File: config.mk
export PLATFORM = sky130hd
export DESIGN_NAME = pass_engine
export DESIGN_NICKNAME = d
export VERILOG_FILES = /design/src/rtl/pass_engine.sv
export SDC_FILE = /design/constraint.sdc
export NUM_CORES = 1
export LEC_CHECK = 0
export ABC_AREA = 1
export CAP_MARGIN = 20
export CELL_PAD_IN_SITES_DETAIL_PLACEMENT = 0
export CELL_PAD_IN_SITES_GLOBAL_PLACEMENT = 1
export CORE_ASPECT_RATIO = 0.7
export CORE_MARGIN = 2
export CORE_UTILIZATION = 38
export DETAILED_ROUTE_END_ITERATION = 10
export PLACE_DENSITY = 0.92
export SLEW_MARGIN = 25
export SYNTH_ARGS = -nofsm -noshare
export SYNTH_HDL_FRONTEND = slang
export SYNTH_SLANG_ARGS = --single-unit
File: constraint.sdc
create_clock -name clk_i -period 2.9 [get_ports clk_i]
set_input_delay 0.58 -clock clk_i [delete_from_list [all_inputs] [get_ports clk_i]]
set_output_delay 0.58 -clock clk_i [all_outputs]
set_load 0.05 [all_outputs]
File: src/rtl/pass_engine.sv
// Pass engine: steps the datapath through forward (loss-accumulating) and
// backward (weight-update) passes on command from the training controller.
module pass_engine #(
  parameter int IDX_W     = 3,
  parameter int FWD_STEPS = 8,
  parameter int BWD_STEPS = 4,
  parameter int LOSS_W    = 8
) (
  input  logic              clk_i,
  input  logic              rst_i,
  input  logic              en_i,
  input  logic              f0_pass_i,
  input  logic              f1_pass_i,
  input  logic              b_pass_i,
  input  logic              zero_loss_i,
  input  logic              zero_final_i,
  input  logic              zero_weight_update_i,
  input  logic              err_valid_i,
  input  logic [LOSS_W-1:0] err_i,
  output logic [IDX_W-1:0]  step_o,
  output logic              fwd_step_o,
  output logic              bwd_step_o,
  output logic              f_end_o,
  output logic              b_end_o,
  output logic              zero_end_check_o,
  output logic [LOSS_W-1:0] loss_o,
  output logic [LOSS_W-1:0] final_loss_o,
  output logic [7:0]        upd_cnt_o
);

  typedef enum logic [2:0] {IDLE, FWD, FDONE, BWD, BDONE} state_t;

  localparam logic [IDX_W-1:0] FWD_LAST = IDX_W'(FWD_STEPS - 1);
  localparam logic [IDX_W-1:0] BWD_LAST = IDX_W'(BWD_STEPS - 1);

  state_t              state_q, state_d;
  logic                is_f1_q, is_f1_d;
  logic [IDX_W-1:0]    step_q, step_d;
  logic                f_end_q, f_end_d;
  logic                b_end_q, b_end_d;
  logic                zec_q, zec_d;
  logic [LOSS_W-1:0]   loss_q, loss_d;
  logic [LOSS_W-1:0]   final_q, final_d;
  logic [7:0]          upd_q, upd_d;

  logic [LOSS_W:0]     sum;
  logic [LOSS_W-1:0]   loss_sat;

  // One extra bit catches overflow so the accumulator can clamp at all-ones.
  assign sum      = {1'b0, loss_q} + {1'b0, err_i};
  assign loss_sat = sum[LOSS_W] ? '1 : sum[LOSS_W-1:0];

  always_comb begin
    state_d = state_q;
    is_f1_d = is_f1_q;
    step_d  = step_q;
    f_end_d = 1'b0;
    b_end_d = 1'b0;
    zec_d   = zec_q;
    loss_d  = loss_q;
    final_d = final_q;
    upd_d   = upd_q;

    case (state_q)
      IDLE: begin
        if (f0_pass_i || f1_pass_i) begin
          state_d = FWD;
          step_d  = '0;
          is_f1_d = !f0_pass_i;
        end else if (b_pass_i) begin
          state_d = BWD;
          step_d  = '0;
        end
      end
      FWD: begin
        if (err_valid_i) begin
          loss_d = loss_sat;
          if (step_q != FWD_LAST) begin
            step_d = step_q + IDX_W'(1);
          end else begin
            final_d = loss_sat;
            state_d = FDONE;
            // A converged f1 pass reports through the sticky flag, not f_end.
            if (is_f1_q && (loss_sat == '0)) zec_d = 1'b1;
            else f_end_d = 1'b1;
          end
        end
      end
      FDONE: begin
        if (!(is_f1_q ? f1_pass_i : f0_pass_i)) state_d = IDLE;
      end
      BWD: begin
        if (step_q == BWD_LAST) begin
          b_end_d = 1'b1;
          upd_d   = upd_q + 8'd1;
          state_d = BDONE;
        end else begin
          step_d = step_q + IDX_W'(1);
        end
      end
      BDONE: begin
        if (!b_pass_i) state_d = IDLE;
      end
      default: state_d = IDLE;
    endcase

    // Clear strobes override whatever the pass logic produced this cycle.
    if (zero_loss_i) loss_d = '0;
    if (zero_final_i) begin
      final_d = '0;
      zec_d   = 1'b0;
    end
    if (zero_weight_update_i) upd_d = '0;
  end

  always_ff @(posedge clk_i or negedge rst_i) begin
    if (!rst_i) begin
      state_q <= IDLE;
      is_f1_q <= 1'b0;
      step_q  <= '0;
      f_end_q <= 1'b0;
      b_end_q <= 1'b0;
      zec_q   <= 1'b0;
      loss_q  <= '0;
      final_q <= '0;
      upd_q   <= '0;
    end else if (en_i) begin
      state_q <= state_d;
      is_f1_q <= is_f1_d;
      step_q  <= step_d;
      f_end_q <= f_end_d;
      b_end_q <= b_end_d;
      zec_q   <= zec_d;
      loss_q  <= loss_d;
      final_q <= final_d;
      upd_q   <= upd_d;
    end
  end

  assign step_o           = step_q;
  assign fwd_step_o       = (state_q == FWD);
  assign bwd_step_o       = (state_q == BWD);
  assign f_end_o          = f_end_q;
  assign b_end_o          = b_end_q;
  assign zero_end_check_o = zec_q;
  assign loss_o           = loss_q;
  assign final_loss_o     = final_q;
  assign upd_cnt_o        = upd_q;

endmodule

==> out/metrics.csv, run 1 <==
stage,metric,value,unit
outcome,run_status,finished clean,
final_layout,antenna-diode-count,0,
sta,slew_headroom,64.6,%
sta,final_period_minus_worst_setup_slack,2.47,ns
synth,post-synth-top-area-fraction,41.0,%
drt,detail_route.wirelength,5140,um
die,die_height,65.9,um
place,port-buffer-count,49,
grt,grt_usage,18.3,%
worst_setup_path,timing.critical_path.required,3.07,ns
clocking,max-clock-path-buffers,2,
sta,rsz0062_at_grt,false,
die,fp.dieArea,6080,sq um
power,leakagePower,0.00128,uW
synth,synth_compound_gate_area_share,11.9,%
grt,grt_remaining_overflow,0,
drt,firstDrtPassIters,7,
worst_setup_path,worst-setup-path-type,primary input to flip-flop,
place,globalplace.congestion,0.833,
synth,postSynthCellCount,268,
final_layout,syn2layout_area_growth,32.2,%
worst_hold_path,min_path_type,flip-flop to flip-flop,
worst_setup_path,critical-path-top-delay-family,simple AND/OR/NAND/NOR gates,
synth,synth.distinct_cells,33,
worst_setup_path,critical_path.endpoint_type,flip-flop,
die,die_width,92.4,um
clocking,cts_tree,built,
worst_hold_path,min-delay-start,f_end_o,
final_layout,layout-drive-gt1-share,8.62,%
sta,timing.final.crit_share,85.0,%
final_layout,fillers,516,
drt,vias,1924,
final_layout,sequential_cell_area,851,sq um
synth,ys_seq_elements,34,
synth,mappedNetlistArea,2080,sq um
sta,setup_ws,0.434,ns
die,start_util,39.5,%
die,placementRows,22,
synth,syn-num-nets,299,
worst_setup_path,worst-path-buf-inv,1,
drt,vias_per_cell,4.85,
die,boundaryPins,50,
sta,fmax,406,MHz
die,core,5260,sq um
synth,post_synth_main_area_contributors,"sky130_fd_sc_hd__dfrtp_1 41%, sky130_fd_sc_hd__nand2_1 10%, sky130_fd_sc_hd__inv_1 7.6%",
synth,cell_accounting_for_the_most_synthesized_area,sky130_fd_sc_hd__dfrtp_1,
worst_setup_path,cpMostUsedCell,sky130_fd_sc_hd__nand2_1,
drt,drt_drc_violations_left,0,
place,dpl.hpwl,4000,um
worst_setup_path,delay_of_the_slowest_critical_path_stage,0.41,ns
sta,hold_viol,0,
sta,worst_clock_skew,0.0116,ns
worst_setup_path,cp-startpoint,err_i[0],
sta,final-setup-viol-count,0,
worst_setup_path,chain_of_cells_forming_the_critical_path,"clkdlybuf4s50_1, ha_1, fa_1, nand2_1, nand2_1, nand3_1, nand2_1, nor2_2, nand2_1, nor2_1, nand3_1, nand2_1, nand2_1",
worst_setup_path,cp.arrival,2.63,ns
synth,synth.avg_cell_area,7.75,sq um
sta,finalMaxSlewViolations,0,
synth,synthFlopType,sky130_fd_sc_hd__dfrtp_1,
power,powerDensity,636,nW/um^2
worst_setup_path,worstReg2RegStart,loss_o[0],
clocking,num_clock_sinks,34,
grt,grt_max_degree,35,
place,detailedPlace.worstSlack,0.157,ns
synth,synth_top_family_by_area,simple AND/OR/NAND/NOR gates,
final_layout,final_nets,356,
final_layout,most_frequent_standard_cell_in_the_layout_excluding_fill_and_tap_cells,sky130_fd_sc_hd__nand2_1,
synth,yosys-mux-area-fraction,0,%
grt,grt_antenna_before_repair,0,
clocking,clk_pin_slew_worst_paths,0.06,ns
synth,yosys.area_share.adder,8.19,%
synth,synth-xor-area-share,0.843,%
clocking,holdBufCountCts,0,
worst_setup_path,crit_slowest_cell,sky130_fd_sc_hd__clkdlybuf4s50_1,
clocking,cts_buffers,5,
worst_setup_path,highest_fanout_seen_on_the_critical_path,5,
power,irDropWorstVdd,0.209,mV
clocking,clock_tree.htree_level_count,2,
job,cap_violations,0,
sta,worstMarginPinSlew,0.529,ns
drt,drt_iter0_markers,86,
final_layout,multi_input_area,1040,sq um
clocking,cts_resized,0,
synth,asyncSetResetFlopFracSynth,100,%
drt,avgRoutedWirePerCell,13.0,um
final_layout,final_cell_mix,"56 x sky130_fd_sc_hd__nand2_1, 49 x sky130_fd_sc_hd__clkdlybuf4s50_1, 42 x sky130_fd_sc_hd__inv_1, 34 x sky130_fd_sc_hd__dfrtp_1, 25 x sky130_fd_sc_hd__nand3_1",
grt,vias_in_the_first_global_route,1811,
synth,seq_area_frac_synth,41.0,%
synth,number_of_enable_flip_flop_cells_after_synthesis,0,
worst_setup_path,timing.critical_path.from_type,primary input,
clocking,post_cts.repair.setup_buffers,0,
synth,synth_warnings,0,
drt,route.antenna.remaining_nets,0,
clocking,clock_latency,0.28,ns
clocking,ctsRootBufferMaster,sky130_fd_sc_hd__clkbuf_8,
sta,totalNegativeSetupSlack,0,ns
grt,first_pass_grt_wire_length,8660,um
synth,synthSimpleGateAreaFrac,29.2,%
[layout make-up]
cell class	count	area share (%)
inverter	48	6.56
timing repair buffer	51	18.4
sequential	34	31.0
tap	72	3.28
clock inverter	2	0.364
multi-input combinational	185	37.9
clock buffer	5	2.51
[stage by stage]
step	power (uW)	std cells	util [%]	cell area [sq um]	hold WS (ns)
5_1_grt	1880	397	52.2	2750	0.526
4_1_cts	1750	397	52.2	2750	0.500
2_1_floorplan	1170	268	-	2080	0.284
6_report	1750	397	52.2	2750	0.497
3_3_place_gp	1410	390	50.7	2670	0.476
3_5_place_dp	1420	390	50.7	2670	0.481
[synth_stat cells (2+ instances only)]
| cell type | instances |
|---|---|
| sky130_fd_sc_hd__inv_2 | 5 |
| sky130_fd_sc_hd__o22ai_1 | 8 |
| sky130_fd_sc_hd__a21oi_1 | 12 |
| sky130_fd_sc_hd__inv_1 | 42 |
| sky130_fd_sc_hd__nor3b_1 | 2 |
| sky130_fd_sc_hd__nor2_2 | 4 |
| sky130_fd_sc_hd__nand2_4 | 2 |
| sky130_fd_sc_hd__dfrtp_1 | 34 |
| sky130_fd_sc_hd__o21ai_1 | 8 |
| sky130_fd_sc_hd__nor2_1 | 24 |
| sky130_fd_sc_hd__o21ai_0 | 11 |
| sky130_fd_sc_hd__nand3_1 | 25 |
| sky130_fd_sc_hd__nand2_1 | 56 |
| sky130_fd_sc_hd__nor3_2 | 3 |
| sky130_fd_sc_hd__ha_1 | 12 |
| sky130_fd_sc_hd__nand4_1 | 3 |
[report_power, final]
part	total [uW]	leakage, uW	internal (uW)	switching, uW
clock network	333	0.0000438	161	172
logic	814	0.000774	274	539
registers	600	0.000463	538	61.7
[logic make-up (layout without fill, tap and decap cells)]
group | count (synthesis) | in the layout
and+or+nand+nor | 126 | 126
buffers and inverters | 49 | 106
AOI/OAI and AO/OA | 44 | 44
DFF | 34 | 34
adders and majority gates | 13 | 13
xor gates and xnor gates | 2 | 2
[routing by layer]
metal	track usage, %	share of wire, %	up-vias
li1	-	-	989
met1	27.9	53	874
met2	26.3	41	57
met3	3.76	5.7	4
met4	4.48	0.91	0
met5	0	0	-
[state kept, by name, summed over array words and instances (netlist names)]
| register | flops |
|---|---|
| is_f1_q | 1 |
| step_o | 3 |
| state_q | 3 |
| b_end_o | 1 |
| final_loss_o | 8 |
| loss_o | 8 |
| zero_end_check_o | 1 |
| upd_cnt_o | 8 |
| f_end_o | 1 |
[worst min-delay path, cell delays in order (launching register included)]
cell and delay, ns:
sky130_fd_sc_hd__dfrtp_1 0.35, sky130_fd_sc_hd__nand2_1 0.06, sky130_fd_sc_hd__nand2_1 0.06
[worst paths after layout]
path	endpoint	slack [ns]	depth (start not counted)
worst max-delay path	f_end_o	0.43	13
worst min-delay path	f_end_o	0.50	2
worst max register to register	f_end_o	0.74	12
worst min register to register	f_end_o	0.50	2
max in group asynchronous	loss_o[5]	1.88	2
min in group asynchronous	upd_cnt_o[7]	0.70	2
(Power assumes the default switching activity.)
==> run 2: changes to the inputs <==
==> config.mk (replaced) <==
export PLATFORM = sky130hd
export DESIGN_NAME = pass_engine
export DESIGN_NICKNAME = d
export VERILOG_FILES = /design/src/rtl/pass_engine.sv
export SDC_FILE = /design/constraint.sdc
export NUM_CORES = 1
export LEC_CHECK = 0
export CAP_MARGIN = 20
export CELL_PAD_IN_SITES_DETAIL_PLACEMENT = 0
export CELL_PAD_IN_SITES_GLOBAL_PLACEMENT = 1
export CORE_ASPECT_RATIO = 0.7
export CORE_MARGIN = 2
export CORE_UTILIZATION = 41
export DETAILED_ROUTE_END_ITERATION = 10
export PLACE_DENSITY = 0.93
export SLEW_MARGIN = 20
export SYNTH_ARGS = -nofsm -noshare
export SYNTH_HDL_FRONTEND = slang
export SYNTH_SLANG_ARGS = --single-unit
==> run 2 against run 1 <==
Final area rose by 0.87%. Clock skew down 0.0054 ns. Fmax decreased by 6.0%. Sequential power increased by 2%. Critical path type unchanged.
==> out/metrics.csv, run 2 <==
stage,metric,value,unit
outcome,run_status,finished clean,
drt,route.antenna.remaining_nets,0,
worst_setup_path,critical-path-top-delay-family,compound AO/OA/AOI/OAI gates,
sta,final-setup-viol-count,0,
worst_setup_path,highest_fanout_seen_on_the_critical_path,2,
power,leakagePower,0.00122,uW
place,dpl.hpwl,3780,um
final_layout,final_nets,295,
clocking,post_cts.repair.setup_buffers,0,
worst_setup_path,cp.arrival,2.85,ns
synth,synth.avg_cell_area,9.97,sq um
synth,synth_warnings,0,
sta,fmax,381,MHz
sta,timing.final.crit_share,90.5,%
synth,number_of_enable_flip_flop_cells_after_synthesis,0,
place,port-buffer-count,49,
final_layout,most_frequent_standard_cell_in_the_layout_excluding_fill_and_tap_cells,sky130_fd_sc_hd__clkdlybuf4s50_1,
final_layout,final_cell_mix,"49 x sky130_fd_sc_hd__clkdlybuf4s50_1, 34 x sky130_fd_sc_hd__nor2_1, 34 x sky130_fd_sc_hd__dfrtp_1, 14 x sky130_fd_sc_hd__nand2_1, 12 x sky130_fd_sc_hd__ha_1",
power,switching_share,40.9,%
grt,grt_usage,19.3,%
power,power.clock.fraction,22.6,%
synth,cell_accounting_for_the_most_synthesized_area,sky130_fd_sc_hd__dfrtp_1,
grt,vias_in_the_first_global_route,1777,
grt,grt_remaining_overflow,0,
die,start_util,43.1,%
worst_setup_path,timing.critical_path.from_type,primary input,
worst_setup_path,timing.critical_path.required,3.13,ns
sta,slew_headroom,50.9,%
worst_setup_path,critical_path.endpoint_type,flip-flop,
synth,post-synth-top-area-fraction,40.6,%
drt,detail_route.wirelength,5010,um
synth,post_synth_main_area_contributors,"sky130_fd_sc_hd__dfrtp_1 41%, sky130_fd_sc_hd__ha_1 7.2%, sky130_fd_sc_hd__nor2_1 6.1%",
clocking,cts_resized,0,
clocking,cts_tree,built,
drt,vias_per_cell,5.37,
final_layout,syn2layout_area_growth,32.3,%
sta,worst_clock_skew,0.00619,ns
sta,hold_viol,0,
job,cap_violations,0,
final_layout,fillers,412,
sta,worstMarginPinSlew,0.732,ns
clocking,clk_pin_slew_worst_paths,0.07,ns
power,combPwrFrac,45.3,%
worst_setup_path,worst-setup-path-type,primary input to flip-flop,
power,total_power,1910,uW
grt,grt_max_degree,35,
clocking,holdBufCountCts,0,
clocking,clock_latency,0.29,ns
worst_hold_path,min_path_type,flip-flop to flip-flop,
final_layout,antenna-diode-count,0,
worst_setup_path,chain_of_cells_forming_the_critical_path,"clkdlybuf4s50_1, ha_1, fa_1, a211oi_4, buf_4, o21ba_2, o221ai_1, nor4_2, a22o_1",
place,globalplace.congestion,0.819,
final_layout,layout-drive-gt1-share,12.5,%
clocking,clock_tree.htree_level_count,2,
die,die_width,89.4,um
drt,avgRoutedWirePerCell,15.0,um
worst_setup_path,worst-path-buf-inv,2,
drt,drt_iter0_markers,109,
sta,rsz0062_at_grt,false,
synth,seq_area_frac_synth,40.6,%
synth,syn-num-nets,241,
synth,ys_seq_elements,34,
clocking,max-clock-path-buffers,2,
clocking,cts_buffers,5,
power,power_report.internal_total,1130,uW
synth,mappedNetlistArea,2090,sq um
power,portion_of_total_power_attributed_to_sequential_cells,32.1,%
worst_setup_path,crit_slowest_cell,sky130_fd_sc_hd__fa_1,
synth,synth.distinct_cells,56,
die,fp.dieArea,5700,sq um
power,switching_power,781,uW
synth,postSynthCellCount,210,
die,placementRows,21,
sta,setup_ws,0.277,ns
power,powerDensity,689,nW/um^2
drt,firstDrtPassIters,4,
die,core,4860,sq um
die,die_height,63.8,um
clocking,num_clock_sinks,34,
drt,vias,1793,
grt,first_pass_grt_wire_length,8490,um
worst_setup_path,delay_of_the_slowest_critical_path_stage,0.46,ns
place,detailedPlace.worstSlack,-0.00351,ns
grt,grt_antenna_before_repair,0,
synth,asyncSetResetFlopFracSynth,100,%
drt,drt_drc_violations_left,0,
die,boundaryPins,50,
synth,synthFlopType,sky130_fd_sc_hd__dfrtp_1,
sta,final_period_minus_worst_setup_slack,2.62,ns
sta,finalMaxSlewViolations,0,
clocking,ctsRootBufferMaster,sky130_fd_sc_hd__clkbuf_8,
synth,ys_top_cells_by_count,"34 x sky130_fd_sc_hd__dfrtp_1, 34 x sky130_fd_sc_hd__nor2_1, 14 x sky130_fd_sc_hd__nand2_1, 12 x sky130_fd_sc_hd__ha_1, 8 x sky130_fd_sc_hd__o21ai_0",
power,irDropWorstVdd,0.226,mV
[run 2: changes by cell type after synthesis, sizes merged, moves of 5 or more]
cell | previous run | this run
nand2 | 58 | 14
a211oi | 0 | 9
inv | 47 | 6
o22ai | 8 | 1
nor2 | 29 | 34
nand3 | 27 | 1
a21oi | 12 | 7
xor2 | 1 | 6
[run 2: worst paths after layout]
| path | slack [ns] | cells past startpoint | start | to |
|---|---|---|---|---|
| max reg2reg | 0.59 | 8 | loss_o[0] | zero_end_check_o |
| max in group asynchronous | 1.89 | 2 | rst_i | final_loss_o[5] |
| max | 0.28 | 9 | err_i[0] | zero_end_check_o |
| min reg2reg | 0.49 | 1 | b_end_o | b_end_o |
| min | 0.49 | 1 | b_end_o | b_end_o |
| min in group asynchronous | 0.71 | 2 | rst_i | loss_o[1] |
[run 2: cells by family (layout without fill, tap and decap cells)]
logic type | Yosys count | after routing | synth area share, %
AND/OR/NAND/NOR | 79 | 79 | 19.3
AO/OA/AOI/OAI | 57 | 57 | 21.7
flip-flops | 34 | 34 | 40.6
adder cells (fa/ha/maj) | 13 | 13 | 8.13
buffers and inverters | 13 | 68 | 3.29
XOR/XNOR | 8 | 8 | 3.35
multiplexers | 6 | 6 | 3.59
[run 2: stage by stage]
step                hold WS (ns)  instances  instance area (sq um)  util, %  setup TNS, ns
floorplan                  0.284        210                   2090        -              0
finish                     0.495        334                   2770     57.0              0
global route               0.527        334                   2770     57.0              0
CTS                        0.496        334                   2770     57.0              0
global placement           0.466        326                   2660     54.7              0
detailed placement         0.474        326                   2660     54.7       -0.00351
[run 2: layout make-up]
cell class,instances,area [sq um],share of cell area (%)
inverter,6,22.5,0.813
multi-input combinational,163,1170,42.4
sequential,34,851,30.7
clock buffer,5,68.8,2.48
timing repair buffer,54,528,19.1
tap,69,86.3,3.12
clock inverter,3,40.0,1.45
[run 2: metal layers]
layer / global-route usage [%] / routed length, um / up-vias / part of all wire, %
met5: 0 / 0 / - / 0
met4: 2.99 / 21 / 0 / 0.42
met3: 6.33 / 286 / 3 / 5.7
met2: 27.3 / 2110 / 53 / 42
met1: 29.1 / 2590 / 872 / 52
li1: - / - / 865 / -
[run 2: power by group through the flow]
stage,Sequential [uW],Clock [uW],Combinational (uW)
2_1_floorplan,722,0,506
3_3_place_gp,619,0,842
3_5_place_dp,619,0,860
4_1_cts,612,435,865
5_1_grt,625,462,940
6_report,612,432,865
[run 2: worst register-to-register path, cell delays in order (launching register included)]
cell and delay (ns):
sky130_fd_sc_hd__dfrtp_1 0.40, sky130_fd_sc_hd__ha_1 0.23, sky130_fd_sc_hd__fa_1 0.46, sky130_fd_sc_hd__a211oi_4 0.32
sky130_fd_sc_hd__buf_4 0.16, sky130_fd_sc_hd__o21ba_2 0.14, sky130_fd_sc_hd__o221ai_1 0.13, sky130_fd_sc_hd__nor4_2 0.24
sky130_fd_sc_hd__a22o_1 0.18
==> run 3: changes to the inputs <==
--- a/config.mk
+++ b/config.mk
@@ -10,7 +10,8 @@
 export CELL_PAD_IN_SITES_GLOBAL_PLACEMENT = 1
 export CORE_ASPECT_RATIO = 0.7
 export CORE_MARGIN = 2
-export CORE_UTILIZATION = 41
+export CORE_UTILIZATION = 42
+export CTS_BUF_LIST = sky130_fd_sc_hd__clkbuf_8
 export DETAILED_ROUTE_END_ITERATION = 10
 export PLACE_DENSITY = 0.93
 export SLEW_MARGIN = 20
==> run 3 against run 2 <==
Count of clock-buffer cells in the layout did not move. Non-clock buffer count did not move. Global-route usage fell by 0.93 points. Cell count did not move. Highest routed layer unchanged.
==> out/metrics.csv, run 3 (synthesis results as in run 2) <==
stage,metric,value,unit
final_layout,syn2layout_area_growth,32.2,%
final_layout,antenna-diode-count,0,
clocking,ctsRootBufferMaster,sky130_fd_sc_hd__clkbuf_8,
final_layout,layout-drive-gt1-share,11.7,%
sta,final-setup-viol-count,0,
final_layout,fillers,433,
place,dpl.hpwl,3680,um
drt,drt_iter0_markers,90,
drt,vias_per_cell,5.28,
die,fp.dieArea,5570,sq um
sta,final.hold.worst_slack,0.485,ns
sta,slew_headroom,59.3,%
die,start_util,43.8,%
place,detailedPlace.worstSlack,-0.0299,ns
worst_setup_path,chain_of_cells_forming_the_critical_path,"clkdlybuf4s50_1, ha_1, fa_1, a211oi_4, buf_4, o21ba_2, o221ai_1, nor4_2, a22o_1",
clocking,num_clock_sinks,34,
final_layout,most_frequent_standard_cell_in_the_layout_excluding_fill_and_tap_cells,sky130_fd_sc_hd__clkdlybuf4s50_1,
place,placed_area,2660,sq um
drt,drt_drc_violations_left,0,
job,cap_violations,0,
clocking,max-clock-path-buffers,2,
outcome,run_status,finished clean,
grt,grt_usage,18.3,%
power,irDropWorstVdd,0.256,mV
final_layout,final_nets,295,
worst_setup_path,worst-setup-path-type,primary input to flip-flop,
worst_setup_path,worst-path-buf-inv,2,
worst_hold_path,min_path_type,flip-flop to flip-flop,
sta,worst_clock_skew,0.00239,ns
clocking,post_cts.repair.setup_buffers,0,
clocking,clock_latency,0.28,ns
die,placementRows,21,
drt,firstDrtPassIters,4,
worst_setup_path,crit_slowest_cell,sky130_fd_sc_hd__fa_1,
sta,final_period_minus_worst_setup_slack,2.66,ns
final_layout,post-route-util,57.9,%
die,die_height,63.1,um
grt,grt_antenna_before_repair,0,
clocking,holdBufCountCts,0,
worst_setup_path,cp.arrival,2.89,ns
drt,avgRoutedWirePerCell,14.3,um
final_layout,count_of_placed_standard_cells_in_the_final_layout_fillers_left_out,334,
worst_setup_path,timing.critical_path.required,3.13,ns
worst_setup_path,delay_of_the_slowest_critical_path_stage,0.46,ns
sta,finalMaxSlewViolations,0,
grt,vias_in_the_first_global_route,1623,
drt,route.antenna.remaining_nets,0,
clocking,cts_tree,built,
sta,fmax,375,MHz
worst_setup_path,timing.critical_path.from_type,primary input,
drt,detail_route.wirelength,4780,um
sta,timing.final.crit_share,91.9,%
grt,grt_max_degree,35,
sta,worstMarginPinSlew,0.606,ns
clocking,clock_tree.htree_level_count,2,
drt,vias,1763,
sta,setup_ws,0.236,ns
die,boundaryPins,50,
final_layout,final_cell_mix,"49 x sky130_fd_sc_hd__clkdlybuf4s50_1, 34 x sky130_fd_sc_hd__nor2_1, 34 x sky130_fd_sc_hd__dfrtp_1, 14 x sky130_fd_sc_hd__nand2_1, 12 x sky130_fd_sc_hd__ha_1",
grt,first_pass_grt_wire_length,7960,um
place,globalplace.congestion,0.754,
die,die_width,88.4,um
clocking,clk_pin_slew_worst_paths,0.07,ns
clocking,cts_buffers,5,
die,core,4780,sq um
worst_setup_path,critical_path.endpoint_type,flip-flop,
worst_setup_path,highest_fanout_seen_on_the_critical_path,2,
power,leakagePower,0.00122,uW
worst_setup_path,critical-path-top-delay-family,compound AO/OA/AOI/OAI gates,
sta,hold_viol,0,
grt,grt_remaining_overflow,0,
place,post-place-cells,326,
place,port-buffer-count,49,
power,powerDensity,680,nW/um^2
clocking,cts_resized,0,
final_layout,final_area,2770,sq um
sta,rsz0062_at_grt,false,
==> run 3: per-layer routing <==
metal	wire length (um)	vias to the layer above	global-route usage (%)
met5	0	-	0
met4	57	0	5.11
met3	258	9	4.59
met2	1860	55	24.3
met1	2600	823	29.1
li1	-	876	-
==> run 3: worst reg2reg max path: cells and delay by family (launching register included) <==
kind / cells / cell delay, ns
AO/OA/AOI/OAI: 4 / 0.80
adder cells (fa/ha/maj): 2 / 0.69
flip-flops: 1 / 0.40
AND/OR/NAND/NOR: 1 / 0.24
buffers and inverters: 1 / 0.16
==> run 3: path summary, 6_finish.rpt <==
| path | start | end | slack (ns) | cells after the start |
|---|---|---|---|---|
| max | err_i[0] | zero_end_check_o | 0.24 | 9 |
| max in group asynchronous | rst_i | upd_cnt_o[7] | 1.88 | 2 |
| min in group asynchronous | rst_i | loss_o[2] | 0.71 | 2 |
| max reg2reg | loss_o[0] | zero_end_check_o | 0.56 | 8 |
| min reg2reg | b_end_o | b_end_o | 0.49 | 1 |
| min | b_end_o | b_end_o | 0.49 | 1 |
==> run 3: cell type report <==
class	instances	area [sq um]	area share, %
clock buffer	5	68.8	2.49
multi-input combinational	163	1170	42.4
tap	69	86.3	3.12
sequential	34	851	30.7
timing repair buffer	54	528	19.1
clock inverter	3	37.5	1.36
inverter	6	22.5	0.814
==> run 3: through the flow <==
| stage | TNS [ns] | total power [uW] |
|---|---|---|
| finish | 0 | 1880 |
| global route | 0 | 2000 |
| CTS | 0 | 1890 |
| detailed placement | -0.0384 | 1470 |
| global placement | 0 | 1460 |
| floorplan | 0 | 1230 |
==> run 3: power by group <==
group | switching (uW) | total [uW] | internal [uW]
Sequential | 76.5 | 610 | 534
Combinational | 513 | 853 | 340
Clock | 170 | 420 | 250
